===== src/rtl/pipe_ctrl_pkg.sv =====
// Shared definitions for the pipeline hazard controller: RV32I major
// opcodes, controller FSM encodings, forwarding select codes, and
// register-usage decode helpers.
package pipe_ctrl_pkg;

    // RV32I major opcodes (instr[6:0])
    localparam logic [6:0] OP_LOAD      = 7'b0000011;
    localparam logic [6:0] OP_STORE     = 7'b0100011;
    localparam logic [6:0] OP_BRANCH    = 7'b1100011;
    localparam logic [6:0] OP_JALR      = 7'b1100111;
    localparam logic [6:0] OP_JAL       = 7'b1101111;
    localparam logic [6:0] OP_ARI_RTYPE = 7'b0110011;
    localparam logic [6:0] OP_ARI_ITYPE = 7'b0010011;
    localparam logic [6:0] OP_LUI       = 7'b0110111;

    // Controller states, visible on the state output
    typedef enum logic [1:0] {
        ST_RUN      = 2'd0,
        ST_LD_STALL = 2'd1,
        ST_MEM_WAIT = 2'd2,
        ST_FLUSH    = 2'd3
    } state_t;

    // Operand forwarding selects
    localparam logic [1:0] FWD_NONE = 2'b00;
    localparam logic [1:0] FWD_EX   = 2'b01;
    localparam logic [1:0] FWD_WB   = 2'b10;

    // True when the instruction reads rs1
    function automatic logic uses_rs1(input logic [6:0] op);
        return (op == OP_JALR) || (op == OP_BRANCH) || (op == OP_STORE) ||
               (op == OP_LOAD) || (op == OP_ARI_RTYPE) || (op == OP_ARI_ITYPE);
    endfunction

    // True when the instruction reads rs2
    function automatic logic uses_rs2(input logic [6:0] op);
        return (op == OP_BRANCH) || (op == OP_STORE) || (op == OP_ARI_RTYPE);
    endfunction

endpackage


===== src/rtl/pipe_ctrl_fwd.sv =====
// Forwarding select for one decode-stage source operand. The EX result
// wins over WB (it is younger); a load in EX cannot forward because its
// data does not exist yet -- that case is covered by the load-use stall.
module pipe_ctrl_fwd
    import pipe_ctrl_pkg::*;
(
    input  logic [4:0] i_id_adr,
    input  logic       i_ex_valid,
    input  logic       i_ex_we,
    input  logic [4:0] i_ex_rd,
    input  logic       i_ex_is_load,
    input  logic       i_wb_valid,
    input  logic       i_wb_we,
    input  logic [4:0] i_wb_rd,
    output logic [1:0] o_fwd_sel
);

    // Priority compare: EX bypass, then WB bypass, else register file
    always_comb begin
        o_fwd_sel = FWD_NONE;
        if (i_ex_valid && i_ex_we && (i_ex_rd != 5'd0) &&
            (i_ex_rd == i_id_adr) && !i_ex_is_load) begin
            o_fwd_sel = FWD_EX;
        end else if (i_wb_valid && i_wb_we && (i_wb_rd != 5'd0) &&
                     (i_wb_rd == i_id_adr)) begin
            o_fwd_sel = FWD_WB;
        end
    end

endmodule


===== src/rtl/pipe_ctrl.sv =====
// Pipeline hazard controller: stage enables, bubbles and squashes for
// load-use hazards, data-memory waits, redirects and fetch misses, plus
// operand forwarding selects and a saturating stall-cycle counter.
module pipe_ctrl
    import pipe_ctrl_pkg::*;
(
    input  logic        clk,
    input  logic        rst,
    input  logic        id_valid,
    input  logic [6:0]  id_opcode,
    input  logic [4:0]  id_adr1,
    input  logic [4:0]  id_adr2,
    input  logic        ex_valid,
    input  logic [6:0]  ex_opcode,
    input  logic [4:0]  ex_rd,
    input  logic        ex_we,
    input  logic        ex_br_taken,
    input  logic        wb_valid,
    input  logic [4:0]  wb_rd,
    input  logic        wb_we,
    input  logic        imem_ready,
    input  logic        dmem_ready,
    output logic        pc_en,
    output logic        if_id_en,
    output logic        id_ex_en,
    output logic        id_kill,
    output logic        if_kill,
    output logic [1:0]  fwd_a,
    output logic [1:0]  fwd_b,
    output logic [1:0]  state,
    output logic [31:0] stall_cycles
);

    state_t      r_state;
    state_t      w_state_next;
    logic [31:0] r_stall_cycles;
    logic        w_mem_op;
    logic        w_ex_is_load;
    logic        w_load_use;
    logic        w_decide;
    logic [4:0]  w_id_adr [2];
    logic [1:0]  w_fwd_sel [2];

    assign w_ex_is_load = ex_valid && (ex_opcode == OP_LOAD);
    assign w_mem_op     = ex_valid && ((ex_opcode == OP_LOAD) || (ex_opcode == OP_STORE));
    assign w_load_use   = id_valid && w_ex_is_load && (ex_rd != 5'd0) &&
                          ((uses_rs1(id_opcode) && (id_adr1 == ex_rd)) ||
                           (uses_rs2(id_opcode) && (id_adr2 == ex_rd)));

    // One forwarding comparator per source operand (a = rs1, b = rs2)
    assign w_id_adr[0] = id_adr1;
    assign w_id_adr[1] = id_adr2;

    generate
        for (genvar gi = 0; gi < 2; gi++) begin : g_fwd
            pipe_ctrl_fwd u_fwd (
                .i_id_adr     (w_id_adr[gi]),
                .i_ex_valid   (ex_valid),
                .i_ex_we      (ex_we),
                .i_ex_rd      (ex_rd),
                .i_ex_is_load (w_ex_is_load),
                .i_wb_valid   (wb_valid),
                .i_wb_we      (wb_we),
                .i_wb_rd      (wb_rd),
                .o_fwd_sel    (w_fwd_sel[gi])
            );
        end
    endgenerate

    assign fwd_a = w_fwd_sel[0];
    assign fwd_b = w_fwd_sel[1];

    // Next-state and enable/kill decode. The cycle a memory wait ends is
    // treated like a RUN cycle so a redirect or load-use arriving with
    // the completing access is still honoured.
    always_comb begin
        w_state_next = r_state;
        pc_en        = 1'b1;
        if_id_en     = 1'b1;
        id_ex_en     = 1'b1;
        id_kill      = 1'b0;
        if_kill      = 1'b0;
        w_decide     = 1'b0;

        if (rst) begin
            pc_en        = 1'b0;
            if_id_en     = 1'b0;
            id_ex_en     = 1'b0;
            id_kill      = 1'b1;
            if_kill      = 1'b1;
            w_state_next = ST_RUN;
        end else begin
            case (r_state)
                ST_RUN: begin
                    if (w_mem_op && !dmem_ready) begin
                        pc_en        = 1'b0;
                        if_id_en     = 1'b0;
                        id_ex_en     = 1'b0;
                        w_state_next = ST_MEM_WAIT;
                    end else begin
                        w_decide = 1'b1;
                    end
                end
                ST_MEM_WAIT: begin
                    if (!dmem_ready) begin
                        pc_en    = 1'b0;
                        if_id_en = 1'b0;
                        id_ex_en = 1'b0;
                    end else begin
                        w_decide = 1'b1;
                    end
                end
                ST_LD_STALL: begin
                    w_state_next = ST_RUN;
                end
                ST_FLUSH: begin
                    if_kill      = 1'b1;
                    w_state_next = ST_RUN;
                end
                default: begin
                    w_state_next = ST_RUN;
                end
            endcase

            if (w_decide) begin
                if (ex_br_taken) begin
                    id_kill      = 1'b1;
                    w_state_next = ST_FLUSH;
                end else if (w_load_use) begin
                    pc_en        = 1'b0;
                    if_id_en     = 1'b0;
                    id_kill      = 1'b1;
                    w_state_next = ST_LD_STALL;
                end else if (!imem_ready) begin
                    pc_en        = 1'b0;
                    if_id_en     = 1'b0;
                    id_kill      = 1'b1;
                    w_state_next = ST_RUN;
                end else begin
                    w_state_next = ST_RUN;
                end
            end
        end
    end

    // State register
    always_ff @(posedge clk) begin
        if (rst) begin
            r_state <= ST_RUN;
        end else begin
            r_state <= w_state_next;
        end
    end

    // Saturating count of cycles in which the PC did not advance
    always_ff @(posedge clk) begin
        if (rst) begin
            r_stall_cycles <= 32'd0;
        end else if (!pc_en && (r_stall_cycles != 32'hFFFF_FFFF)) begin
            r_stall_cycles <= r_stall_cycles + 32'd1;
        end
    end

    assign state        = r_state;
    assign stall_cycles = r_stall_cycles;

endmodule

===== config.mk =====
export PLATFORM = sky130hd
export DESIGN_NAME = pipe_ctrl
export DESIGN_NICKNAME = d
export VERILOG_FILES = /design/src/rtl/pipe_ctrl_pkg.sv /design/src/rtl/pipe_ctrl_fwd.sv /design/src/rtl/pipe_ctrl.sv
export SDC_FILE = /design/constraint.sdc
export NUM_CORES = 1
export LEC_CHECK = 0
export CAP_MARGIN = 30
export CORE_UTILIZATION = 35
export DETAILED_ROUTE_END_ITERATION = 10
export PLACE_DENSITY = 0.66
export SLEW_MARGIN = 40
export SYNTH_ARGS = -nofsm -noshare
export SYNTH_HDL_FRONTEND = slang
export SYNTH_SLANG_ARGS = --single-unit

===== constraint.sdc =====
create_clock -name clk -period 4.9 [get_ports clk]
set_input_delay 1.225 -clock clk [delete_from_list [all_inputs] [get_ports clk]]
set_output_delay 1.225 -clock clk [all_outputs]
set_load 0.02 [all_outputs]

[Word-level counts from Yosys, hierarchy flattened]
Index checks and enable logic that the tools add are counted.
Operators by class
  equality and inequality tests: 19
  reductions and logical operators: 37
  mux-type cells: 27
  add/sub/neg operators: 1
Operator list (count)
  $add A32 B1 Y32 const B: 1
  $ne A32 B32 Y1 const B: 1
  $eq A5 B5 Y1: 6
  $eq A7 B6 Y1 const B: 3
  $logic_and A1 B1 Y1: 19
  $mux W1: 17
  $eq A7 B2 Y1 const B: 2
  $eq A7 B7 Y1 const B: 2
  $mux W2: 7
  $reduce_bool A5 Y1: 2
  $logic_or A1 B1 Y1: 9
  $eq A7 B5 Y1 const B: 1
  $eq A2 B2 Y1 const B: 2
  $pmux W1 S2: 2
  $pmux W2 S2: 1
  $logic_not A1 Y1: 3
  $ne A3 B3 Y1 const B: 1
  $reduce_bool A3 Y1: 1
  $eq A2 B1 Y1 const B: 1
  $logic_not A2 Y1: 1
  $reduce_and A2 Y1: 1
  $reduce_or A2 Y1: 1
Word-level totals
  output and inout bits: 43
  flip-flop bits (word level): 34
  input bits: 44
  word-level logic and storage cells: 86

[Longest topological paths before layout]
Gate-level depths: netlist of the first run.
  depth after elaboration: 15
  gate-level depth with buffers: 10
  gate-level depth less buffers: 7

[Modules after synthesis]
A second synthesis of the first run with hierarchy kept.
Second synthesis, totals
  cell total of the unflattened synthesis: 292
  area total of the unflattened synthesis: 2349.8 sq um
Modules (own cells, without submodules)
  pipe_ctrl: cells an instance 252, times used 1, area each 2029.4 sq um, seq. area each 680.7 sq um
  pipe_ctrl_fwd: cells an instance 20, times used 2, area each 160.2 sq um, seq. area each 0.0 sq um

[Worst setup path after synthesis of the first run]
No wires, ideal clock.
  kind: in2out
  start point: input ex_opcode[3]
  end point: output pc_en
  data arrival time: 3.202 ns
  stages: 9
  path slack: 0.473 ns
  buffers on the path: 4
  required time: 3.675 ns
  cell sequence: or4_4 -> or3_4 -> nor4_1 -> o21ai_1 -> and2_4 -> buf_6 -> buf_6 -> buf_2 -> buf_4
Between the ends
  longest elaborated chain between the ends: 11
  elaborated cells between the ends (all ways): 18
  classes of those cells: 2 x eq/ne; 9 x mux; 7 x reduce/logical
Ends and longest elaborated chain
  start: declaration: RTL line pipe_ctrl.sv:14  | input logic [6:0] ex_opcode,
  $eq A7 B2 Y1 or $eq A7 B6 Y1 (tied branches): RTL line pipe_ctrl.sv:44, pipe_ctrl.sv:45
  $logic_or A1 B1 Y1: RTL line pipe_ctrl.sv:45  | assign w_mem_op = ex_valid && ((ex_opcode == OP_LOAD) || (ex_opcode == OP_STORE));
  $logic_and A1 B1 Y1: RTL line pipe_ctrl.sv:45
  $logic_and A1 B1 Y1: RTL line pipe_ctrl.sv:95  | if (w_mem_op && !dmem_ready) begin
  $mux W1
  $pmux W1 S2
  $mux W1 (3 in a row)
  $mux W1 (*) (2 in a row)
  end: declaration: RTL line pipe_ctrl.sv:23  | output logic pc_en,
Every way passes the cells marked *; elsewhere a longest branch is shown, timed or not. The select of a mux whose other input is x is not followed.

[Final worst setup path of the first run]
  start point: input ex_opcode[3]
  end point: output fwd_a[0]
Between the ends
  longest elaborated chain between the ends: 5
Ends and longest elaborated chain
  $eq A7 B2 Y1: RTL line pipe_ctrl.sv:44  | assign w_ex_is_load = ex_valid && (ex_opcode == OP_LOAD);
  $logic_and A1 B1 Y1: RTL line pipe_ctrl.sv:44
  $logic_not A1 Y1: RTL line pipe_ctrl_fwd.sv:22  | (i_ex_rd == i_id_adr) && !i_ex_is_load) begin
  $logic_and A1 B1 Y1: RTL line pipe_ctrl_fwd.sv:22
  $mux W2: RTL line pipe_ctrl_fwd.sv:21  | if (i_ex_valid && i_ex_we && (i_ex_rd != 5'd0) &&
  end: declaration: RTL line pipe_ctrl.sv:28  | output logic [1:0] fwd_a,
No other way between the ends.

==> summary.md, run 1 <==
| Metric | Value |
|---|---|
| Run status | `finished, final reports clean` |
| Max Freq | `211 MHz` |
| Portion of total power attributed to the clock network | `33.4%` |
| Rows | `28` |
| Clock Sink Count | `34` |
| Clock slew seen by the registers of the worst setup and hold paths | `70 ps` |
| Critical path capture point type | `output port` |
| RSZ-0062 raised after global routing | `no` |
| Final setup violation count | `0` |
| Clk_lat worst skew | `290 ps` |
| Sequential cell area fraction in the yosys report | `30.2%` |
| Data arrival time of the critical path | `3500 ps` |
| Global router's overall resource usage | `19.5%` |
| Fraction of power consumed by combinational cells | `19.6%` |
| Number of cells produced by synthesis | `275` |
| Final hold violations | `0` |
| Asr flop ratio synth | `0%` |
| Top Ports | `87` |
| Number of fill cells in the layout | `577` |
| Largest area contributor in the synthesized netlist | `dfxtp_1` |
| Root Driver | `clkbuf_8` |
| Number of remaining DRC errors | `0` |
| Most area-consuming cells after synthesis | `dfxtp_1 30%, or4_1 5.7%, mux2_2 5.5%, a21oi_1 4.7%, o31ai_1 4.7%` |
| Minimum clock period after layout | `4730 ps` |
| Proportion of total power due to net switching | `27.6%` |
| Post-synthesis register bit count | `34` |
| Length of routed met3 wiring | `520 um` |
| Register area | `681 um^2` |
| Post-placement setup slack | `-60.6 ps` |
| Post-layout nets | `402` |
| Crit-path max FO | `3` |
| Initial antenna violation count | `0` |
| CTS Buffer Depth | `2` |
| Post-detailed-route via-to-cell ratio | `5.56` |
| Routability Congestion | `0.781` |
| Count of cells along the worst register-to-register path | `8` |
| Number of pins exceeding their max-slew limit in the final report | `0` |
| Max-cap check violation count | `0` |
| Endpoint of the most critical register-to-register path | `stall_cycles[13]$_SDFFE_PP0P_` |
| Area occupied by multi-input gates | `1480 um^2` |
| DRT iter0 DRCs | `160` |
| Hold-fix buffer count after cts | `0` |
| CTS tree | `yes` |
| Antenna diode count | `0` |
| Number of synthesized flops with an enable pin | `0` |
| Beginning of the worst register-to-register path | `stall_cycles[17]$_SDFFE_PP0P_` |
| Sum of negative setup slack | `0 ps` |
| Peak ir drop on the vdd network | `0.159 mV` |
| Post-synthesis instance area | `2260 um^2` |
| Initial standard-cell utilization of the core | `37.2%` |
| Hold path cells | `2` |
| Most common cell after layout, fill and taps aside | `clkdlybuf4s50_1` |
| Number of global-route vias before repair | `2261` |
| Max-slew headroom | `52.0%` |
| Port Buffer Count | `86` |
| Synth warnings | `0` |
| Critical path start-end classification | `in2out` |
| Source of the worst hold timing path | `stall_cycles[27]$_SDFFE_PP0P_` |
| Setup slack, reg-to-reg | `1940 ps` |
| Fraction of synthesized cell area taken by the top area cell type | `30.2%` |
| Worst slew pin tran | `714 ps` |
| Die ar. | `6770 um^2` |
| Final WS setup | `170 ps` |
| Average size of a mapped cell | `8.20 um^2` |
| Total congestion overflow after global routing | `0` |
| Min-delay worst type | `reg2reg` |
| Chip height | `82.3 um` |
| Worst setup SP type | `primary input` |
| Net count of the mapped netlist | `320` |
| Routed wire length | `6210 um` |
| Area of the core | `6060 um^2` |
| Destination of the worst hold path | `stall_cycles[27]$_SDFFE_PP0P_` |
| Count of antenna-violating nets left after detailed routing | `0` |
| Most frequent cells in the layout | `81 x clkdlybuf4s50_1, 34 x dfxtp_1, 22 x nor2_1` |
| H-tree depth | `2` |
| Distinct cell type count after synthesis | `46` |
| Pint | `0.437 mW` |
| Layout overhead on the synthesized area | `44.4%` |
| Pin count of the biggest net entering global routing | `50` |
| Detailed-routed wire length on met2 | `2910 um` |
| CP required | `3670 ps` |
| Power after layout | `0.603 mW` |
| Count of vias placed by the detailed router | `2403` |
| Mean routed wirelength per cell | `14.4 um` |
| Ratio of cells with drive above 1 in the final layout | `8.68%` |
| Number of iterations in the first detailed-routing pass | `4` |
| Met1 wire length | `2680 um` |
| Highest routed metal layer | `met4` |
| Leakage power figure | `1.12 nW` |
| Fraction of the cycle the final worst path needs | `96.5%` |
| Half-perimeter wire length after detailed placement | `4550 um` |
| Global-route wire length before repair | `10200 um` |
| Width of the die | `82.3 um` |
| Most used DFF post-synth | `dfxtp_1` |
| Post-Route Utilization | `53.7%` |
| Sequential cell fraction of total power | `47.0%` |
| Psw | `0.166 mW` |
| Total power per unit cell area | `185 nW/um^2` |
| Number of buffers created by CTS | `5` |
| Clk_skew | `6.24 ps` |
sequential cells by signal (all words and copies together), names as in the netlist:
| name | cells |
|---|---|
| state | 2 |
| stall_cycles | 32 |
power by group through the flow:
stage / Sequential (mW) / Clock (mW) / Combinational, mW
4_1_cts: 0.283 / 0.207 / 0.118
5_1_grt: 0.284 / 0.217 / 0.129
3_5_place_dp: 0.289 / 0 / 0.118
6_report: 0.283 / 0.201 / 0.118
3_3_place_gp: 0.289 / 0 / 0.117
2_1_floorplan: 0.293 / 0 / 0.0542
routing by layer:
metal,global-route usage [%],vias to the layer above
li1,-,1198
met1,23.3,1090
met2,33.2,102
met3,5.49,13
met4,7.02,0
met5,0,-
cell usage after synthesis (7+ instances only):
| cell | number |
|---|---|
| dfxtp_1 | 34 |
| nor2_1 | 23 |
| a21oi_1 | 21 |
| or4_1 | 17 |
| o31ai_1 | 14 |
| nand3_1 | 13 |
| nand2_1 | 12 |
| nor2b_1 | 12 |
| xor2_1 | 12 |
| mux2_2 | 11 |
| nand4_1 | 11 |
| clkbuf_1 | 10 |
| nor4_1 | 10 |
| xnor2_1 | 8 |
| o21ai_0 | 7 |
layout make-up:
class / instances / share of cell area, %
Inverter: 5 / 0.576
Sequential cell: 34 / 20.9
Timing Repair Buffer: 91 / 27.7
Clock inverter: 2 / 0.307
Tap cell: 75 / 2.88
Clock buffer: 5 / 2.11
Multi-Input combinational cell: 220 / 45.5
how the worst max path moves through the flow:
stage	from	endpoint	slack, ps	depth (start not counted)
2_1_floorplan	ex_opcode[3]	pc_en	470	9
3_3_place_gp	ex_opcode[3]	fwd_a[1]	-70	7
3_5_place_dp	ex_opcode[3]	fwd_a[1]	-60	7
4_1_cts	ex_opcode[3]	if_id_en	40	7
5_1_grt	ex_opcode[3]	fwd_b[0]	90	7
6_report	ex_opcode[3]	fwd_a[0]	170	7
stage by stage:
stage	std cells	area [um^2]	hold slack [ps]
5_1_grt	432	3260	521
2_1_floorplan	275	2260	559
4_1_cts	432	3240	506
3_5_place_dp	425	3160	493
3_3_place_gp	425	3160	477
6_report	432	3260	505
worst max-delay path, cell delays in order:
cell	delay, ps
clkdlybuf4s50_1	400
or4_4	540
or3_4	390
o2111ai_1	160
nor4_1	110
buf_4	140
clkdlybuf4s50_1	540
cell families (layout without fill, tap and decap cells):
kind of cell | Yosys count | in the layout | share of synthesized area [%]
AND/OR/NAND/NOR | 135 | 135 | 36.3
AO/OA/AOI/OAI | 51 | 51 | 13.9
flip-flops | 34 | 34 | 30.2
buffers and inverters | 21 | 103 | 4.77
XOR/XNOR | 20 | 20 | 7.76
multiplexers | 13 | 13 | 6.49
adder cells (fa/ha/maj) | 1 | 1 | 0.555
timing repair:
| item | CTS | global route |
|---|---|---|
| buffers inserted | 0 | 0 |
| setup endpoints to repair | 2 | 3 |
| gates resized for setup | 2 | 5 |
Note: power is estimated with default switching activity, not from simulation.
==> inputs of run 2 (changes only) <==
Clock period 4.9 ns to 5.05 ns, I/O delays scaled along.
==> summary.md, run 2 (same netlist as run 1, synthesis figures left out) <==
| Metric | Value |
|---|---|
| DRT iter0 DRCs | `114` |
| Routed wire length | `6150 um` |
| RSZ-0062 raised after global routing | `no` |
| Sum of negative setup slack | `0 ps` |
| Hold-fix buffer count after cts | `0` |
| Post-detailed-route via-to-cell ratio | `5.52` |
| Global-route wire length before repair | `10000 um` |
| Width of the die | `82.3 um` |
| Crit-path max FO | `4` |
| Most frequent cells in the layout | `84 x clkdlybuf4s50_1, 34 x dfxtp_1, 22 x nor2_1` |
| Routability Congestion | `0.788` |
| Register area | `681 um^2` |
| Minimum clock period after layout | `4900 ps` |
| Total congestion overflow after global routing | `0` |
| Number of iterations in the first detailed-routing pass | `4` |
| Worst slack on hold paths | `505 ps` |
| Max-cap check violation count | `0` |
| Initial antenna violation count | `0` |
| Number of buffers created by CTS | `5` |
| H-tree depth | `2` |
| Placed cell count | `424` |
| Final hold violations | `0` |
| Worst setup SP type | `primary input` |
| Layout overhead on the synthesized area | `44.4%` |
| Clk_lat worst skew | `290 ps` |
| Peak ir drop on the vdd network | `0.128 mV` |
| Chip height | `82.3 um` |
| Clk_skew | `5.88 ps` |
| Ratio of cells with drive above 1 in the final layout | `8.12%` |
| Critical path capture point type | `output port` |
| Port Buffer Count | `86` |
| Global router's overall resource usage | `19.4%` |
| Data arrival time of the critical path | `3630 ps` |
| Top Ports | `87` |
| Max FFs per register | `32` |
| Half-perimeter wire length after detailed placement | `4630 um` |
| Root Driver | `clkbuf_8` |
| Post-layout nets | `401` |
| Area of the core | `6060 um^2` |
| Die ar. | `6770 um^2` |
| Count of antenna-violating nets left after detailed routing | `0` |
| Total cell area at the placement stage | `3150 um^2` |
| Max Freq | `204 MHz` |
| Critical path's top delay family | `simple AND/OR/NAND/NOR gates` |
| Fraction of the cycle the final worst path needs | `96.9%` |
| Ordered cell list for the critical path | `clkdlybuf4s50_1, or4_4, or3_4, nor4_2, o21ai_1, and2_4, clkdlybuf4s50_1` |
| Min-delay worst type | `reg2reg` |
| Post-route non-filler standard cell count | `432` |
| Number of fill cells in the layout | `593` |
| Max-slew headroom | `56.1%` |
| CP required | `3790 ps` |
| Number of remaining DRC errors | `0` |
| Critical path start-end classification | `in2out` |
| Leakage power figure | `1.12 nW` |
| Number of buffers and inverters on the critical path | `2` |
| CTS Buffer Depth | `2` |
| Most common cell after layout, fill and taps aside | `clkdlybuf4s50_1` |
| Count of vias placed by the detailed router | `2384` |
| Crit-path most repeated cell | `clkdlybuf4s50_1` |
| Number of pins exceeding their max-slew limit in the final report | `0` |
| Mean routed wirelength per cell | `14.2 um` |
| Crit path largest cell delay | `540 ps` |
| Total power per unit cell area | `185 nW/um^2` |
| Cell with the biggest individual delay on the critical path | `or4_4` |
| Clock slew seen by the registers of the worst setup and hold paths | `70 ps` |
| Final setup violation count | `0` |
| Rows | `28` |
| Antenna diode count | `0` |
| Worst slew pin tran | `654 ps` |
| Clock Sink Count | `34` |
| Post-Route Utilization | `53.7%` |
| Pin count of the biggest net entering global routing | `50` |
| Area occupied by multi-input gates | `1480 um^2` |
| Run status | `finished, final reports clean` |
| Finished Cell Area | `3260 um^2` |
| Number of global-route vias before repair | `2258` |
| CTS tree | `yes` |
| Initial standard-cell utilization of the core | `37.2%` |
## run 2: what timing repair did
item	4_1_cts	5_1_grt
setup buffers	0	0
gates resized for setup	0	3
setup endpoints to repair	0	4
## run 2: path summary, 6_finish.rpt
path	startpoint	to	slack, ps	cells past startpoint
worst max-delay path	ex_opcode[3]	pc_en	150	7
worst min-delay path	stall_cycles[27]$_SDFFE_PP0P_	stall_cycles[27]$_SDFFE_PP0P_	510	2
worst max register to register	stall_cycles[17]$_SDFFE_PP0P_	stall_cycles[13]$_SDFFE_PP0P_	2080	8
worst min register to register	stall_cycles[27]$_SDFFE_PP0P_	stall_cycles[27]$_SDFFE_PP0P_	510	2
## run 2: tightest hold or removal path, stage by stage, from the launching register on
cell	delay [ps]
dfxtp_1	340
o31ai_1	70
a21oi_1	60
## run 2: area by class of cell
class	instances	share of cell area [%]
clock inverter	1	0.154
clock buffer	7	2.65
inverter	5	0.576
sequential	34	20.9
timing repair buffer	90	27.5
tap	75	2.88
multi-input combinational	220	45.3
## run 2: per-stage QoR
step | total power, mW | worst slack [ps]
finish | 0.603 | 154
global route | 0.630 | 1.52
CTS | 0.610 | 6.52
global placement | 0.394 | 21.2
detailed placement | 0.395 | 19.4
floorplan | 0.337 | 548
## run 2: routing by layer
metal	GRT usage, %	vias to the layer above	part of all wire [%]
met4	7.72	0	1.9
li1	-	1204	-
met3	5.16	10	7.6
met5	0	-	0
met2	33.0	91	47
met1	22.9	1079	43
## run 2: power breakdown
group,leakage (nW),total [mW],switching (mW),internal [mW]
sequential,0.275,0.274,0.00335,0.271
clock,0.0482,0.215,0.105,0.110
combinational,0.793,0.114,0.0537,0.0602
==> inputs of run 3 (changes only) <==
Settings changed: GPL_TIMING_DRIVEN set to 0, SYNTH_HIERARCHICAL set to 1.
==> summary.md, run 3 <==
| Metric | Value |
|---|---|
| Max-slew headroom | `54.7%` |
| Clock Sink Count | `34` |
| Rows | `29` |
| Critical path start-end classification | `in2out` |
| Count of vias placed by the detailed router | `2559` |
| Number of buffers and inverters on the critical path | `2` |
| Post-synthesis instance area | `2350 um^2` |
| Number of pins exceeding their max-slew limit in the final report | `0` |
| Ratio of cells with drive above 1 in the final layout | `9.66%` |
| RSZ-0062 raised after global routing | `no` |
| Routability Congestion | `0.826` |
| Post-layout nets | `429` |
| Critical path capture point type | `output port` |
| Clk_lat worst skew | `290 ps` |
| Sequential cell area fraction in the yosys report | `29.0%` |
| Fraction of the cycle the final worst path needs | `96.2%` |
| Endpoint of the most critical register-to-register path | `stall_cycles[28]$_SDFFE_PP0P_` |
| Post-synthesis register bit count | `34` |
| Antenna diode count | `0` |
| Worst slew pin tran | `674 ps` |
| Width of the die | `83.9 um` |
| H-tree depth | `2` |
| Global router's overall resource usage | `20.6%` |
| Half-perimeter wire length after detailed placement | `5550 um` |
| Chip height | `83.9 um` |
| List of most frequent post-synthesis cells | `34 x dfxtp_1, 26 x xnor2_1, 22 x nor2_1` |
| Cell with the biggest individual delay on the critical path | `or4_1` |
| Number of buffers created by CTS | `5` |
| Die ar. | `7050 um^2` |
| Placed cell count | `454` |
| Data arrival time of the critical path | `3600 ps` |
| Leakage power figure | `1.09 nW` |
| Max Freq | `206 MHz` |
| Most used DFF post-synth | `dfxtp_1` |
| Post-Route Utilization | `53.0%` |
| Total power per unit cell area | `181 nW/um^2` |
| Number of remaining DRC errors | `3` |
| Max-cap check violation count | `0` |
| Average size of a mapped cell | `8.05 um^2` |
| Setup slack, reg-to-reg | `2290 ps` |
| Layout overhead on the synthesized area | `44.7%` |
| Crit-path max FO | `3` |
| Count of antenna-violating nets left after detailed routing | `0` |
| Max FFs per register | `32` |
| Initial antenna violation count | `0` |
| Count of cells along the worst register-to-register path | `6` |
| Critical path's top delay family | `simple AND/OR/NAND/NOR gates` |
| Routed wire length | `7050 um` |
| Post-route non-filler standard cell count | `460` |
| Number of cells produced by synthesis | `292` |
| Hold path cells | `2` |
| Destination of the worst hold path | `stall_cycles[10]$_SDFFE_PP0P_` |
| Fraction of synthesized cell area taken by the top area cell type | `29.0%` |
| Most repeated cell in the gate-level netlist after synthesis | `dfxtp_1` |
| CTS tree | `yes` |
| Mean routed wirelength per cell | `15.3 um` |
| Largest area contributor in the synthesized netlist | `dfxtp_1` |
| Number of iterations in the first detailed-routing pass | `7` |
| Post-detailed-route via-to-cell ratio | `5.56` |
| Asr flop ratio synth | `0%` |
| Port Buffer Count | `85` |
| Source of the worst hold timing path | `stall_cycles[10]$_SDFFE_PP0P_` |
| Area of the core | `6420 um^2` |
| Violated checks | `DRC` |
| Clock slew seen by the registers of the worst setup and hold paths | `70 ps` |
| Number of synthesized flops with an enable pin | `0` |
| Synth warnings | `6` |
| Net count of the mapped netlist | `337` |
| Distinct cell type count after synthesis | `51` |
| Total congestion overflow after global routing | `0` |
| Root Driver | `clkbuf_8` |
| Peak ir drop on the vdd network | `0.119 mV` |
| Power after layout | `0.616 mW` |
| Min-delay worst type | `reg2reg` |
| Number of global-route vias before repair | `2409` |
| Ordered cell list for the critical path | `clkdlybuf4s50_1, or4_1, nor3_2, o311a_1, a21oi_1, or3_1, o311ai_0, dlygate4sd2_1` |
| Clk_skew | `4.45 ps` |
| Top Ports | `87` |
| Worst setup SP type | `primary input` |
| Global-route wire length before repair | `11700 um` |
| DRT iter0 DRCs | `88` |
| Most area-consuming cells after synthesis | `dfxtp_1 29%, xnor2_1 9.7%, or3_1 5.6%, a21oi_1 4.5%, nand4_1 4.3%` |
| Final setup violation count | `0` |
| Most common cell after layout, fill and taps aside | `clkdlybuf4s50_1` |
| Crit path largest cell delay | `560 ps` |
| Pin count of the biggest net entering global routing | `21` |
| CTS Buffer Depth | `2` |
| Final hold violations | `0` |
| Initial standard-cell utilization of the core | `36.6%` |
| Beginning of the worst register-to-register path | `stall_cycles[3]$_SDFFE_PP0P_` |
| Hold-fix buffer count after cts | `0` |
| Minimum clock period after layout | `4860 ps` |
| CP required | `3790 ps` |
| Most frequent cells in the layout | `79 x clkdlybuf4s50_1, 34 x dfxtp_1, 26 x xnor2_1` |
| Run status | `finished, violations left` |
==> run 3: cell count changes after synthesis, moves of 5 or more <==
cell,delta
or4_1,-14
mux2_2,-6
xor2_1,-12
o21ai_1,+9
or3_1,+17
o31ai_1,-13
xnor2_1,+18
nand4_1,+5
==> run 3: per-layer routing <==
| layer | GRT usage [%] | vias up | part of all wire, % |
|---|---|---|---|
| met5 | 0 | - | 0 |
| met4 | 6.43 | 0 | 1.5 |
| met3 | 3.86 | 9 | 2.9 |
| met2 | 35.0 | 45 | 49 |
| met1 | 26.2 | 1231 | 47 |
| li1 | - | 1274 | - |
==> run 3: final cells by class <==
type / instances / area, um^2
buffer: 14 / 73.8
sequential: 34 / 681
timing repair buffer: 86 / 855
inverter: 7 / 26.3
clock buffer: 6 / 82.6
multi-input combinational: 236 / 1590
tap: 77 / 96.3
fill: 618 / 3020
==> run 3: worst max-delay path by stage <==
stage	startpoint	endpoint	slack (ps)	cells past startpoint
floorplan	ex_opcode[3]	pc_en	690	8
global placement	ex_rd[0]	pc_en	-810	9
detailed placement	ex_rd[0]	pc_en	-820	9
CTS	ex_opcode[3]	pc_en	-20	9
global route	ex_opcode[3]	id_kill	70	8
finish	ex_opcode[3]	id_kill	190	8
==> run 3: cell families (layout without fill, tap and decap cells) <==
logic type / Yosys count / in the layout / synth area share (%)
AND/OR/NAND/NOR: 139 / 139 / 34.7
AO/OA/AOI/OAI: 59 / 59 / 16.2
flip-flops: 34 / 34 / 29.0
multiplexers: 11 / 11 / 5.70
XOR/XNOR: 26 / 26 / 9.69
buffers and inverters: 22 / 113 / 4.21
adder cells (fa/ha/maj): 1 / 1 / 0.532
==> run 3: through the flow <==
| step | area, um^2 | TNS (ps) | setup slack (ps) | hold slack, ps |
|---|---|---|---|---|
| 6_report | 3400 | 0 | 191 | 502 |
| 5_1_grt | 3400 | 0 | 67.1 | 525 |
| 4_1_cts | 3390 | -23.9 | -23.9 | 510 |
| 3_5_place_dp | 3300 | -1730 | -819 | 499 |
| 3_3_place_gp | 3300 | -1660 | -810 | 485 |
| 2_1_floorplan | 2350 | 0 | 692 | 556 |
==> run 3: timing repair <==
| action | in CTS | in global routing |
|---|---|---|
| resized for setup | 10 | 1 |
| pin swaps | 0 | 1 |
| endpoints found under the setup margin | 3 | 1 |
| buffers inserted | 0 | 1 |
==> run 3: worst register-to-register path: stages, from the launching register on <==
cell and delay [ps]:
dfxtp_1 470, nand4_2 180, or3_4 450, nor4_1 590, nand3_1 330, nor3b_1 280, mux2_2 350
==> run 3: power by group <==
part / switching, mW / leakage (nW) / total (mW) / internal (mW)
clock: 0.0997 / 0.0431 / 0.205 / 0.105
combinational: 0.0665 / 0.767 / 0.135 / 0.0687
sequential: 0.00448 / 0.275 / 0.276 / 0.272
